[src/rtl/video_timing_gen.sv]
// Raster timing generator for the 6 MHz pixel clock, upstream of the videogen (CLUT) block.
// Produces horizontal/vertical counters, blanking, sync and line/frame strobes. It also
// produces a delayed blank/sync pair that lines up with the videogen RGB output.
//
// Ports:
//   CLK_6MD      pixel clock, all state on rising edge
//   nRESET       asynchronous active-low reset
//   ENABLE       1 = advance, 0 = hold every register (delay line included)
//   HCOUNT       horizontal position, 0..H_TOTAL-1
//   VCOUNT       vertical line, 0..V_TOTAL-1
//   HBLANK       HCOUNT >= H_ACTIVE
//   VBLANK       VCOUNT >= V_ACTIVE
//   nHSYNC       active-low horizontal sync
//   nVSYNC       active-low vertical sync (whole lines)
//   LINE_START   high while HCOUNT == 0
//   FRAME_START  high while HCOUNT == 0 and VCOUNT == 0
//   nBLANK_D     ~(HBLANK|VBLANK) delayed PIPE_DELAY clocks, drives videogen nCLR
//   SYNC_D       nHSYNC & nVSYNC delayed PIPE_DELAY clocks, active-low
module video_timing_gen #(
  parameter int unsigned H_TOTAL     = 384,
  parameter int unsigned H_ACTIVE    = 288,
  parameter int unsigned HSYNC_START = 320,
  parameter int unsigned HSYNC_WIDTH = 32,
  parameter int unsigned V_TOTAL     = 264,
  parameter int unsigned V_ACTIVE    = 224,
  parameter int unsigned VSYNC_START = 240,
  parameter int unsigned VSYNC_WIDTH = 8,
  parameter int unsigned PIPE_DELAY  = 2
) (
  input  logic       CLK_6MD,
  input  logic       nRESET,
  input  logic       ENABLE,
  output logic [8:0] HCOUNT,
  output logic [8:0] VCOUNT,
  output logic       HBLANK,
  output logic       VBLANK,
  output logic       nHSYNC,
  output logic       nVSYNC,
  output logic       LINE_START,
  output logic       FRAME_START,
  output logic       nBLANK_D,
  output logic       SYNC_D
);

  localparam logic [8:0] H_LAST = 9'(H_TOTAL - 1);
  localparam logic [8:0] V_LAST = 9'(V_TOTAL - 1);
  localparam logic [8:0] H_ACT  = 9'(H_ACTIVE);
  localparam logic [8:0] V_ACT  = 9'(V_ACTIVE);
  // Sync windows are held one bit wider so START+WIDTH cannot overflow; the
  // count never exceeds *_TOTAL-1, so windows past the end truncate naturally.
  localparam logic [9:0] HS_BEG = 10'(HSYNC_START);
  localparam logic [9:0] HS_END = 10'(HSYNC_START + HSYNC_WIDTH);
  localparam logic [9:0] VS_BEG = 10'(VSYNC_START);
  localparam logic [9:0] VS_END = 10'(VSYNC_START + VSYNC_WIDTH);

  logic [8:0] h_next;
  logic [8:0] v_next;
  logic       nblank_cur;
  logic       sync_cur;

  always_comb begin
    h_next = HCOUNT + 9'd1;
    v_next = VCOUNT;
    if (HCOUNT == H_LAST) begin
      h_next = '0;
      v_next = (VCOUNT == V_LAST) ? '0 : VCOUNT + 9'd1;
    end
  end

  // Flags are decoded from the next count so they land in the same cycle as
  // the count they describe.
  always_ff @(posedge CLK_6MD or negedge nRESET) begin
    if (!nRESET) begin
      HCOUNT      <= '0;
      VCOUNT      <= '0;
      HBLANK      <= 1'b0;
      VBLANK      <= 1'b0;
      nHSYNC      <= 1'b1;
      nVSYNC      <= 1'b1;
      LINE_START  <= 1'b1;
      FRAME_START <= 1'b1;
    end else if (ENABLE) begin
      HCOUNT      <= h_next;
      VCOUNT      <= v_next;
      HBLANK      <= (h_next >= H_ACT);
      VBLANK      <= (v_next >= V_ACT);
      nHSYNC      <= !(({1'b0, h_next} >= HS_BEG) && ({1'b0, h_next} < HS_END));
      nVSYNC      <= !(({1'b0, v_next} >= VS_BEG) && ({1'b0, v_next} < VS_END));
      LINE_START  <= (h_next == '0);
      FRAME_START <= (h_next == '0) && (v_next == '0);
    end
  end

  assign nblank_cur = ~(HBLANK | VBLANK);
  assign sync_cur   = nHSYNC & nVSYNC;

  generate
    if (PIPE_DELAY == 0) begin : g_nodelay
      assign nBLANK_D = nblank_cur;
      assign SYNC_D   = sync_cur;
    end else begin : g_delay
      logic [PIPE_DELAY-1:0] nblank_sr;
      logic [PIPE_DELAY-1:0] sync_sr;

      // Bit 0 takes the current flags; the truncating cast drops the oldest bit.
      always_ff @(posedge CLK_6MD or negedge nRESET) begin
        if (!nRESET) begin
          nblank_sr <= '0;
          sync_sr   <= '1;
        end else if (ENABLE) begin
          nblank_sr <= PIPE_DELAY'({nblank_sr, nblank_cur});
          sync_sr   <= PIPE_DELAY'({sync_sr, sync_cur});
        end
      end

      assign nBLANK_D = nblank_sr[PIPE_DELAY-1];
      assign SYNC_D   = sync_sr[PIPE_DELAY-1];
    end
  endgenerate

endmodule
[config.mk]
export PLATFORM = sky130hd
export DESIGN_NAME = video_timing_gen
export DESIGN_NICKNAME = d
export VERILOG_FILES = /design/src/rtl/video_timing_gen.sv
export SDC_FILE = /design/constraint.sdc
export NUM_CORES = 1
export LEC_CHECK = 0
export CAP_MARGIN = 20
export CORE_UTILIZATION = 38
export DETAILED_ROUTE_END_ITERATION = 16
export PLACE_DENSITY = 0.6
export SLEW_MARGIN = 0
export SYNTH_ARGS = -nofsm -noshare
export SYNTH_HDL_FRONTEND = slang
export SYNTH_SLANG_ARGS = --single-unit
[constraint.sdc]
create_clock -name CLK_6MD -period 2.8 [get_ports CLK_6MD]
set_input_delay 0.84 -clock CLK_6MD [delete_from_list [all_inputs] [get_ports CLK_6MD]]
set_output_delay 0.84 -clock CLK_6MD [all_outputs]
set_load 0.01 [all_outputs]
==> run metrics <==
adder-cell share of the synthesized area=2.12%; Seq/Total Area, Yosys=40.1%; max-cap violations=0; status=completed; top cells by area, synth=dfrtp_1 (31%), dfstp_2 (8.9%), nand2_1 (4.5%); Post CTS Setup Buffer Count=0; Synth-to-Final Area Change=19.8%; vias=~1400; worst relative slew slack=approximately two thirds; hold_buf cts=0; top-area cell type share of the netlist area=around 31%; FMAX=approximately 0.4 GHz; final total power=between 1 and 1.5 mW; CTS max path bufs=2; CTS root buf=clkbuf_8; fin crit share=roughly nine tenths; largest net degree at the start of global routing=29; Std-Cell Rows=24; die height=70.2 um; vias in the first global route=around 1400; IO Pins=29; Antenna diodes=0; clock sink total=28; largest area contributor in the netlist=dfrtp_1; Finish-stage setup viols=0; CP endpoint kind=register; Final TNS setup=0 ns; Hold Crit Class=reg -> reg; CTS Buf Count=3; EDFF count, synth=0; internal power=~850 uW; HPWL Detailed=between 2 and 3 mm; CP startpoint kind=register; Min Clock Period, post-route=roughly 2.5 ns; H-Tree Depth=1; Slew Limit Fails=0; pwr dens=592 nW/um2; CP required=between 2 and 3 ns; LEAKAGE=0.789 nW; post-synthesis compound-gate area fraction=about 15%; crit path kind=reg -> reg; syn_area_per_cell=around 9 um2; WP data arrival=~2.7 ns; critical path fanouts, max=7; gpl congestion=0.833; xor/xnor share of the synthesized area=5.45%; layout cell share with drive strength beyond 1=roughly 14%; First DRT Iteration DRCs=between 70 and 80; final hold violations=0; Starting Density=roughly two fifths; sequential power share=between 40 and 50%; #FFs+latches synth=28; RSZ-0062 raised after global routing=false; Synth Cell Area=1770 um2; synthesized instance count=roughly 190; Syn Nets=197; first-pass GRT wire length=6.67 mm; port bufs=28; Total Die Area=about 4900 um2; GRT Total Usage=approximately 17%; Pre-antenna DRT Iters=4; Post-layout nets=~220; combinational share of power=27.3%; P_sw=between 400 and 500 uW; Clk pin slew, worst setup/hold paths=approximately 0.1 ns; width of the chip=roughly 70 um; worst vdd ir=~0.22 mV; clk_skew=between 0.003 and 0.004 ns; DRC viols=0; initial antenna violation count=0; total grt overflow=0; top post-synthesis cells by count=dfrtp_1 (22), nand2_1 (21), nor2_1 (14), o21ai_0 (11), a21oi_1 (10); post-synthesis async set-or-reset flop share=100%; post-route ant nets=0; WL/cell=14.1 um; switch share=32.1%; fraction of synthesized area in multiplexers=a little under 5%; wirelength, routed=between 3 and 4 mm; Synth warnings=0; Yosys cell types=47; Clk network pwr share=around a quarter; Simple-Gate Fraction of Synth Area=about a quarter; routed vias/inst=5.38; largest family of logic cells by synthesized area=simple AND/OR/NAND/NOR gates; area of the core=between 4000 and 5000 um2; TritonCTS clock tree=yes; CTS resizes=0; ys flop type=dfrtp_1; most common cell in the netlist=dfrtp_1; Slew @ Worst Pin=between 0.5 and 0.6 ns; clk_lat worst skew=0.28 ns
path summary, 6_finish.rpt:
path,from,endpoint,slack [ns],cells after the start
worst max register to register,HCOUNT[0],FRAME_START,0.32,7
worst min register to register,LINE_START,LINE_START,0.48,2
max in group asynchronous,nRESET,g_delay.sync_sr[1],1.55,2
min in group asynchronous,nRESET,VCOUNT[0],0.93,2
worst min-delay path,LINE_START,LINE_START,0.48,2
worst max-delay path,HCOUNT[0],FRAME_START,0.32,7
logic make-up after synthesis:
family / Yosys count
multiplexers: 8
AO/OA/AOI/OAI: 41
adder cells (fa/ha/maj): 3
XOR/XNOR: 11
AND/OR/NAND/NOR: 79
flip-flops: 28
buffers and inverters: 21
metrics by stage:
step                      hold WS (ns)  utilization [%]  instances  worst slack [ns]  cell area, um2
after global routing             0.506             48.0        267            0.0173            2120
after detailed placement         0.467             46.4        263             0.366            2050
after global placement           0.464             46.4        263             0.384            2050
after floorplan                  0.446                -        191             0.544            1770
final                            0.475             48.0        267             0.318            2120
after CTS                        0.483             48.0        267             0.317            2120
cells in the final DEF (no fill, tap or decap), drive strengths merged, types with 3 or more instances in the layout:
master         netlist  layout
a21oi               10      10
dfstp                6       6
mux2                 5       5
nand2               21      21
and4                 4       4
nor3                 4       4
dfrtp               22      22
nand4                6       6
nor4                 4       4
buf                  6       5
xnor2                9       9
o21ai               15      15
nand2b               3       3
ha                   3       3
nand3               10      10
clkdlybuf4s50        0      28
inv                  8       8
clkbuf               7       3
nor2                14      14
mux2i                3       3
a31oi                4       4
power by group through the flow:
stage               clock (mW)  sequential, mW  combinational, mW
global route             0.355           0.599              0.380
CTS                      0.341           0.582              0.345
global placement             0           0.589              0.341
detailed placement           0           0.590              0.343
floorplan                    0           0.552              0.220
finish                   0.328           0.583              0.343
cell type report:
type,instances,area (um2)
clock buffers,3,41.3
clock inverters,1,30.0
fillers,438,2300
inverters,8,30.0
multi-input cells,142,926
flip-flops and latches,28,708
well taps,52,65.1
repair buffers,33,318
layer usage:
layer	vias up	GRT usage [%]	share of wire (%)
met1	661	24.3	51
met5	-	0	0
met3	2	1.88	4.2
met2	37	26.6	44
met4	0	4.67	0.72
li1	737	-	-
registers in the layout, indices dropped and copies added (netlist names), 2 cells and up:
name	count
HCOUNT	9
VCOUNT	9
g_delay.nblank_sr	2
g_delay.sync_sr	2
critical path, cell delays in order, from the launching register on:
cell	delay (ns)
dfrtp_1	0.49
ha_1	0.33
nand3_2	0.12
nor3_2	0.47
o21ai_2	0.12
a222oi_1	0.47
nand3_1	0.16
o32ai_2	0.24
No activity file was read; power rests on OpenSTA's default activity.
